--- src/rtl/adc_sample_sched_if.sv ---
// Signal bundle between the ADC sample scheduler, the SPI master and the display path.
// The master modport is the scheduler; the slave side drives run and the SPI frame status.
interface adc_sample_sched_if #(
  parameter int BITS   = 16,
  parameter int DATA_W = 12
) ();
  logic              run;
  logic              spi_en;
  logic              spi_ss;
  logic [BITS-1:0]   spi_data;
  logic [DATA_W-1:0] sample;
  logic              sample_valid;
  logic [DATA_W-1:0] avg;
  logic              avg_valid;
  logic              busy;
  logic              overrun;
  logic              timeout_err;

  modport master (
    input  run, spi_ss, spi_data,
    output spi_en, sample, sample_valid, avg, avg_valid, busy, overrun, timeout_err
  );

  modport slave (
    output run, spi_ss, spi_data,
    input  spi_en, sample, sample_valid, avg, avg_valid, busy, overrun, timeout_err
  );
endinterface

--- src/rtl/adc_sample_sched.sv ---
// Voltmeter ADC sequencer: periodic SPI frame start, frame tracking via ss with timeouts,
// raw sample capture and a boxcar average over 2**AVG_LOG2 samples.
module adc_sample_sched #(
  parameter int BITS     = 16,
  parameter int DATA_W   = 12,
  parameter int DIV      = 100000,
  parameter int AVG_LOG2 = 3,
  parameter int TIMEOUT  = 1024
) (
  input  logic               clk_i,
  input  logic               rst_ni,
  adc_sample_sched_if.master bus
);

  localparam int PER_W    = $clog2(DIV);
  localparam int TO_W     = $clog2(TIMEOUT);
  localparam int CNT_W    = (AVG_LOG2 > 0) ? AVG_LOG2 : 1;
  localparam int ACC_W    = DATA_W + AVG_LOG2;
  localparam int LAST_CNT = (1 << AVG_LOG2) - 1;

  typedef enum logic [2:0] {
    IDLE,
    WAIT_TICK,
    TRIG,
    WAIT_SS_LOW,
    WAIT_SS_HIGH,
    CAPTURE,
    TO_ERR
  } state_e;

  state_e            state_q;
  logic [PER_W-1:0]  perCnt_q;
  logic              pending_q;
  logic [TO_W-1:0]   waitCnt_q;
  logic [CNT_W-1:0]  sampleCnt_q;
  logic [ACC_W-1:0]  acc_q;
  logic [DATA_W-1:0] sample_q;
  logic [DATA_W-1:0] avg_q;
  logic              spiEn_q;
  logic              sampleValid_q;
  logic              avgValid_q;
  logic              busy_q;
  logic              overrun_q;
  logic              timeoutErr_q;

  logic              tick;
  logic              take;
  logic              waitExpired;
  logic              lastSample;
  logic [DATA_W-1:0] newSample;
  logic [ACC_W-1:0]  sum_d;

  assign tick        = bus.run && (perCnt_q == PER_W'(DIV - 1));
  assign take        = (state_q == WAIT_TICK) && bus.run && pending_q;
  assign waitExpired = (waitCnt_q == TO_W'(TIMEOUT - 1));
  assign lastSample  = (sampleCnt_q == CNT_W'(LAST_CNT));
  assign newSample   = bus.spi_data[DATA_W-1:0];
  assign sum_d       = acc_q + ACC_W'(newSample);

  // Sample period counter; frozen at zero whenever sampling is disabled.
  always_ff @(posedge clk_i or negedge rst_ni) begin
    if (!rst_ni) begin
      perCnt_q <= '0;
    end else if (!bus.run || tick) begin
      perCnt_q <= '0;
    end else begin
      perCnt_q <= perCnt_q + PER_W'(1);
    end
  end

  // One-deep tick queue; a tick landing on a still-pending one is dropped.
  always_ff @(posedge clk_i or negedge rst_ni) begin
    if (!rst_ni) begin
      pending_q <= 1'b0;
    end else if (!bus.run) begin
      pending_q <= 1'b0;
    end else begin
      pending_q <= tick | (pending_q & ~take);
    end
  end

  always_ff @(posedge clk_i or negedge rst_ni) begin
    if (!rst_ni) begin
      state_q       <= IDLE;
      waitCnt_q     <= '0;
      sampleCnt_q   <= '0;
      acc_q         <= '0;
      sample_q      <= '0;
      avg_q         <= '0;
      spiEn_q       <= 1'b0;
      sampleValid_q <= 1'b0;
      avgValid_q    <= 1'b0;
      busy_q        <= 1'b0;
      overrun_q     <= 1'b0;
      timeoutErr_q  <= 1'b0;
    end else begin
      spiEn_q       <= 1'b0;
      sampleValid_q <= 1'b0;
      avgValid_q    <= 1'b0;
      if (tick && pending_q && !take) begin
        overrun_q <= 1'b1;
      end
      case (state_q)
        IDLE: begin
          if (bus.run) begin
            state_q <= WAIT_TICK;
          end else begin
            overrun_q    <= 1'b0;
            timeoutErr_q <= 1'b0;
            acc_q        <= '0;
            sampleCnt_q  <= '0;
          end
        end
        WAIT_TICK: begin
          if (!bus.run) begin
            state_q <= IDLE;
          end else if (pending_q) begin
            state_q <= TRIG;
            spiEn_q <= 1'b1;
            busy_q  <= 1'b1;
          end
        end
        TRIG: begin
          state_q   <= WAIT_SS_LOW;
          waitCnt_q <= '0;
        end
        WAIT_SS_LOW: begin
          if (!bus.spi_ss) begin
            state_q   <= WAIT_SS_HIGH;
            waitCnt_q <= '0;
          end else if (waitExpired) begin
            state_q      <= TO_ERR;
            timeoutErr_q <= 1'b1;
          end else begin
            waitCnt_q <= waitCnt_q + TO_W'(1);
          end
        end
        WAIT_SS_HIGH: begin
          if (bus.spi_ss) begin
            state_q <= CAPTURE;
          end else if (waitExpired) begin
            state_q      <= TO_ERR;
            timeoutErr_q <= 1'b1;
          end else begin
            waitCnt_q <= waitCnt_q + TO_W'(1);
          end
        end
        CAPTURE: begin
          sample_q      <= newSample;
          sampleValid_q <= 1'b1;
          // The closing sample joins the sum directly so avg lines up with sample_valid.
          if (lastSample) begin
            avg_q       <= DATA_W'(sum_d >> AVG_LOG2);
            avgValid_q  <= 1'b1;
            acc_q       <= '0;
            sampleCnt_q <= '0;
          end else begin
            acc_q       <= sum_d;
            sampleCnt_q <= sampleCnt_q + CNT_W'(1);
          end
          state_q <= bus.run ? WAIT_TICK : IDLE;
          busy_q  <= 1'b0;
        end
        TO_ERR: begin
          acc_q       <= '0;
          sampleCnt_q <= '0;
          state_q     <= bus.run ? WAIT_TICK : IDLE;
          busy_q      <= 1'b0;
        end
        default: begin
          state_q <= IDLE;
          busy_q  <= 1'b0;
        end
      endcase
    end
  end

  assign bus.spi_en       = spiEn_q;
  assign bus.sample       = sample_q;
  assign bus.sample_valid = sampleValid_q;
  assign bus.avg          = avg_q;
  assign bus.avg_valid    = avgValid_q;
  assign bus.busy         = busy_q;
  assign bus.overrun      = overrun_q;
  assign bus.timeout_err  = timeoutErr_q;

endmodule

--- src/flat_wrapper.sv ---
// flat-port wrapper written by rule: the top's interface ports become plain ports
module adc_sample_sched_flat 
#(
  parameter int BITS     = 16,
  parameter int DATA_W   = 12,
  parameter int DIV      = 100000,
  parameter int AVG_LOG2 = 3,
  parameter int TIMEOUT  = 1024
)
  (clk_i, rst_ni, bus_run, bus_spi_ss, bus_spi_data, bus_spi_en, bus_sample, bus_sample_valid, bus_avg, bus_avg_valid, bus_busy, bus_overrun, bus_timeout_err);
  adc_sample_sched_if #(.BITS(BITS), .DATA_W(DATA_W)) bus_i ();
  input  logic clk_i;
  input  logic rst_ni;
  input wire logic [$bits(bus_i.run)-1:0] bus_run;
  input wire logic [$bits(bus_i.spi_ss)-1:0] bus_spi_ss;
  input wire logic [$bits(bus_i.spi_data)-1:0] bus_spi_data;
  output wire logic [$bits(bus_i.spi_en)-1:0] bus_spi_en;
  output wire logic [$bits(bus_i.sample)-1:0] bus_sample;
  output wire logic [$bits(bus_i.sample_valid)-1:0] bus_sample_valid;
  output wire logic [$bits(bus_i.avg)-1:0] bus_avg;
  output wire logic [$bits(bus_i.avg_valid)-1:0] bus_avg_valid;
  output wire logic [$bits(bus_i.busy)-1:0] bus_busy;
  output wire logic [$bits(bus_i.overrun)-1:0] bus_overrun;
  output wire logic [$bits(bus_i.timeout_err)-1:0] bus_timeout_err;
  assign bus_i.run = bus_run;
  assign bus_i.spi_ss = bus_spi_ss;
  assign bus_i.spi_data = bus_spi_data;
  assign bus_spi_en = bus_i.spi_en;
  assign bus_sample = bus_i.sample;
  assign bus_sample_valid = bus_i.sample_valid;
  assign bus_avg = bus_i.avg;
  assign bus_avg_valid = bus_i.avg_valid;
  assign bus_busy = bus_i.busy;
  assign bus_overrun = bus_i.overrun;
  assign bus_timeout_err = bus_i.timeout_err;
  adc_sample_sched #(.BITS(BITS), .DATA_W(DATA_W), .DIV(DIV), .AVG_LOG2(AVG_LOG2), .TIMEOUT(TIMEOUT)) u_core (.clk_i(clk_i), .rst_ni(rst_ni), .bus(bus_i));
endmodule
--- config.mk ---
export PLATFORM = sky130hd
export DESIGN_NAME = adc_sample_sched_flat
export DESIGN_NICKNAME = d
export VERILOG_FILES = /design/src/rtl/adc_sample_sched_if.sv /design/src/rtl/adc_sample_sched.sv /design/src/flat_wrapper.sv
export SDC_FILE = /design/constraint.sdc
export NUM_CORES = 1
export LEC_CHECK = 0
export CAP_MARGIN = 20
export CORE_MARGIN = 2
export CORE_UTILIZATION = 35
export DETAILED_ROUTE_END_ITERATION = 10
export DONT_BUFFER_PORTS = 1
export PLACE_DENSITY_LB_ADDON = 0.3
export SLEW_MARGIN = 30
export SYNTH_ARGS = -nofsm -noshare
export SYNTH_HDL_FRONTEND = slang
export SYNTH_SLANG_ARGS = --single-unit
--- constraint.sdc ---
create_clock -name clk_i -period 2.9 [get_ports clk_i]
set_input_delay 0.58 -clock clk_i [delete_from_list [all_inputs] [get_ports clk_i]]
set_output_delay 0.58 -clock clk_i [all_outputs]
set_load 0.02 [all_outputs]
# ---- Word level (Yosys, flattened, before mapping)
# Cells that the tools add are included.
dict set report op_classes {
  n_addsub 4
  mul 0
  div_mod_pow 0
  magnitude_cmp 0
  n_eq_ne 16
  n_shift 0
  muxes 37
  bitwise 4
  reduce_logical 20
}
# cell n
set ops {}
lappend ops {{15-bit one-hot mux with 3 select lines} 1}
lappend ops {{10-bit 2-to-1 mux} 3}
lappend ops {{15-bit 2-to-1 mux} 2}
lappend ops {{10-bit one-hot mux with 3 select lines} 1}
lappend ops {{3-bit 2-to-1 mux} 8}
lappend ops {{3-bit one-hot mux with 6 select lines} 1}
lappend ops {{17-bit by 1-bit adder with 17-bit output, second input constant} 1}
lappend ops {{17-bit equality test, second input constant} 1}
lappend ops {{1-bit 2-to-1 mux} 17}
lappend ops {{17-bit 2-to-1 mux} 1}
lappend ops {{15-bit by 12-bit adder with 15-bit output} 1}
lappend ops {{3-bit equality test, second input constant} 4}
lappend ops {{10-bit by 1-bit adder with 10-bit output, second input constant} 1}
lappend ops {{10-bit equality test, second input constant} 1}
lappend ops {{2-bit != test, second input constant} 5}
lappend ops {{3-bit one-hot mux with 3 select lines} 1}
lappend ops {{3-bit nonzero test} 3}
lappend ops {{2-bit AND reduction} 4}
lappend ops {{3-bit by 2-bit equality test with 1-bit output, second input constant} 2}
lappend ops {{1-bit logical AND} 5}
lappend ops {{4-bit AND reduction} 1}
lappend ops {{4-bit OR reduction} 1}
lappend ops {{3-bit by 1-bit adder with 3-bit output, second input constant} 1}
lappend ops {{3-bit by 1-bit equality test with 1-bit output, second input constant} 1}
lappend ops {{other kinds (12)} 14}
dict set report totals {
  register_bits 79
  latchBits 0
  ram_bits 0
  rom_bits 0
  in_bits 20
  out_inout_bits 30
  elab_cells 95
  mem_count 0
}

# ---- Logic depth before layout (Yosys ltp)
dict set report logic_depth {
  ltp_word 8
  mapped_depth 9
  ltp_nobuf 9
}

# ---- Worst setup path after synthesis
# OpenSTA, ideal clock, no wires.
dict set report synth_path {
  path_type {input -> register}
  from {in bus_spi_data[0]}
  to {reg u_core.acc_q[14]}
  setup_ns 0.076
  t_arrival_ns 2.242
  required_time_ns 2.824
  setup_slack_ns 0.581
  cell_stages 9
  path_buffers 0
  path_cell_list {ha_1 -> inv_1 -> fa_1 -> nor2b_1 -> o211ai_2 -> a31oi_4 -> o21ai_2 -> or3_2 -> o21ai_1}
}
dict set report synth_via {
  elab_chain_cells 3
}
# item line_no
set synth_lines {}
lappend synth_lines {{from (decl)} flat_wrapper.sv:16} ;# input wire logic [$bits(bus_i.spi_data)-1:0] bus_spi_data;
lappend synth_lines {{15-bit by 12-bit adder with 15-bit output} adc_sample_sched.sv:58} ;# assign sum_d = acc_q + ACC_W'(newSample);
lappend synth_lines {{15-bit 2-to-1 mux} adc_sample_sched.sv:152} ;# if (lastSample) begin
lappend synth_lines {{15-bit one-hot mux with 3 select lines} adc_sample_sched.sv:103} ;# case (state_q)
lappend synth_lines {{to (signal assigned)} adc_sample_sched.sv:158} ;# acc_q <= sum_d;
lappend synth_lines {{to (decl)} adc_sample_sched.sv:36} ;# logic [ACC_W-1:0] acc_q;
# No other way between the ends.
# A chain may end at the register's enable or synchronous reset.

# ---- Worst setup path in the final report
dict set report layout_path {
  from {reg u_core.acc_q[0]}
  to {reg u_core.acc_q[14]}
}
dict set report layout_via {
  elab_chain_cells 3
}
# item line_no
set layout_lines {}
lappend layout_lines {{15-bit by 12-bit adder with 15-bit output} adc_sample_sched.sv:58}
lappend layout_lines {{15-bit 2-to-1 mux} adc_sample_sched.sv:152}
lappend layout_lines {{15-bit one-hot mux with 3 select lines} adc_sample_sched.sv:103}
# No other way between the ends.

==> results.json <==
{
  "status": "finished, final reports clean",
  "rsz0062_at_grt": "no",
  "diodes": 0,
  "chipWidth_um": 112.6,
  "clock_path_buffers": 2,
  "syn_area_mm2": 0.004131,
  "gp_congestion": 0.8000,
  "nFillCells": 1106,
  "slew_violations": 0,
  "syn_to_final_growth_pct": 11.66,
  "synthArstFlopShare_pct": 100.0,
  "cts.sinks": 79,
  "ys_ff_latch": 79,
  "antenna_found_initial": 0,
  "start_util_pct": 36.03,
  "htree_levels": 3,
  "cts_root_buf": "clkbuf_16",
  "cts_tree": "built",
  "dr.pass1.iters": 4,
  "wl_per_cell_um": 14.72,
  "vdd_drop_max_uv": 458.8,
  "syn-num-nets": 476,
  "worst_pin_slew_ps": 528.2,
  "drc_errors": 0,
  "end_kind": "flop",
  "fin_hold_ws_ps": 144.4,
  "totalWireLength_um": 8712,
  "path_clk_slew_ps": 60,
  "vias": 3040,
  "viasPerCell": 5.135,
  "critPathKind": "flop to flop",
  "grt_use_total_pct": 15.24,
  "coreArea_mm2": 0.01147,
  "fmax_mhz": 438.8,
  "crit_fanout": 3,
  "worstPathArrival_ps": 2540,
  "synth_area_per_cell_um2": 9.411,
  "final_common_cell": "dfrtp_1",
  "slowest_delay_ps": 410,
  "dieHeight_um": 112.6,
  "p_leak_nw": 2.096,
  "period_needed_ps": 2279,
  "slew_headroom_pct": 64.70,
  "nets": 481,
  "final_cell_mix": "79 x dfrtp_1, 75 x nand2_1, 50 x nor2_1, 31 x a21oi_1, 22 x nand3_1",
  "syn_inst": 439,
  "hold_path.class": "input port to asynchronous set/reset pin",
  "grt_max_degree": 80,
  "cts_buffers": 9,
  "crit_family": "simple AND/OR/NAND/NOR gates",
  "finalHoldViolations": 0,
  "skew_ps": 8.310,
  "critPathBufInv": 1,
  "cts_setup_buffers": 0,
  "ys_seq_area_share_pct": 47.85,
  "design.die.area_mm2": 0.01269,
  "yosys_warnings": 0,
  "dp_hpwl_um": 6119,
  "fin_area_mm2": 0.004613,
  "synthFlopType": "dfrtp_1",
  "cts.repair.resized": 0,
  "crit_slowest_cell": "or3_2",
  "ios": 50,
  "finalCritPeriodShare_pct": 78.58,
  "cp.required_ps": 3160,
  "ant_nets": 0,
  "num_rows": 39,
  "critPathLaunchType": "flop",
  "drtIter0Drc": 139,
  "cellPowerDensity_mw_per_mm2": 843.5,
  "grt_pass1_wl_um": 15490,
  "clk-insertion-delay-late_ps": 330,
  "final.setup.tns_ps": 0,
  "synth_enable_flop_cells": 0,
  "seqCellArea_mm2": 0.001977,
  "grt_overflow_total": 0,
  "synth_cell_type_count": 59,
  "layout-drive-gt1-share_pct": 9.800,
  "multi_input_area_mm2": 0.002029,
  "dpl_cell_area_mm2": 0.004287,
  "path_cells": "ha_1 > inv_1 > fa_1 > nor2b_1 > o211ai_2 > a31oi_4 > o21ai_2 > or3_2 > o21ai_1",
  "setup-violations-final": 0,
  "grt_pass1_vias": 3082,
  "cap_violations": 0,
  "port_buffers": 0
}
-- per-layer routing --
| layer | share of wire [%] | global-route usage, % |
|---|---|---|
| met5 | 0 | 0 |
| met4 | 0.94 | 5.772 |
| met3 | 5.2 | 4.374 |
| met2 | 44 | 21.96 |
| met1 | 50 | 21.73 |
-- synth_stat cells, types with 3 or more instances --
master / instances / area, µm²
nand2_1: 75 / 281.5
a31oi_1: 3 / 18.77
a22o_1: 10 / 87.58
mux2_2: 7 / 78.83
xnor2_1: 11 / 96.34
nor3_1: 3 / 15.01
ha_1: 16 / 200.2
o21ai_0: 12 / 60.06
o211ai_1: 4 / 30.03
xor2_1: 18 / 157.7
a21oi_1: 31 / 155.2
buf_2: 4 / 20.02
and4_1: 3 / 26.28
nor2b_1: 7 / 43.79
nor2_1: 50 / 187.7
nand3_1: 22 / 110.1
o22ai_1: 3 / 18.77
nand2b_1: 5 / 31.28
nand4_1: 4 / 25.02
or3_1: 3 / 18.77
inv_1: 15 / 56.30
o31ai_1: 4 / 30.03
o21ai_1: 4 / 20.02
clkbuf_1: 6 / 22.52
and3_1: 4 / 25.02
dfrtp_1: 79 / 1977
-- logic make-up after synthesis --
logic type / share of synthesized area (%)
buffers and inverters: 3.028
and+or+nand+nor: 21.29
xor gates and xnor gates: 6.148
muxes: 2.150
AOI/OAI and AO/OA: 14.20
adders and majority gates: 5.330
DFF: 47.85
-- worst paths after layout --
path	from	end	slack [ps]	cells after the start
max reg2reg	u_core.acc_q[0]	u_core.acc_q[14]	620	9
max in group asynchronous	rst_ni	u_core.waitCnt_q[1]	2450	1
min	rst_ni	u_core.bus.sample_valid	140	1
max	u_core.acc_q[0]	u_core.acc_q[14]	620	9
min reg2reg	u_core.perCnt_q[0]	u_core.perCnt_q[0]	480	1
min in group clk_i	bus_spi_data[0]	u_core.bus.sample[0]	350	2
-- stage by stage --
stage	worst slack (ps)	utilization (%)	total power, W	std cells
3_3_place_gp	426.2	37.38	0.002727	575
2_1_floorplan	581.2	-	0.002513	439
5_1_grt	474.9	40.23	0.004179	592
4_1_cts	617.8	40.23	0.003933	592
6_report	621.2	40.23	0.003891	592
3_5_place_dp	413.3	37.38	0.002761	575
-- area by class of cell --
cell class                 count  share of cell area, %
inverter                      17                  1.383
clock buffer                   9                  4.882
timing repair buffer           6                  1.410
sequential                    79                  42.85
tap                          143                  3.879
multi-input combinational    331                  43.99
clock inverter                 7                  1.600
-- flip-flops by register name, indices dropped and copies added, names as in the netlist --
signal and cells:
u_core.perCnt_q 17, u_core.acc_q 15, u_core.bus.avg 12, u_core.bus.sample 12, u_core.waitCnt_q 10, u_core.sampleCnt_q 3, u_core.state_q 3, u_core.bus.avg_valid 1
u_core.bus.busy 1, u_core.bus.overrun 1, u_core.bus.sample_valid 1, u_core.bus.spi_en 1, u_core.bus.timeout_err 1, u_core.pending_q 1
-- report_power, final --
group	leakage, nW	switching, W	internal (W)
combinational	0.911	0.000697	0.000470
clock	0.145	0.000457	0.000668
sequential	1.04	0.000289	0.00131
-- timing repair --
item                                    4_1_cts  5_1_grt
hold buffers                                  1        0
hold endpoints to repair                     79        0
endpoints found under the setup margin        0        0
(Power assumes the default switching activity.)
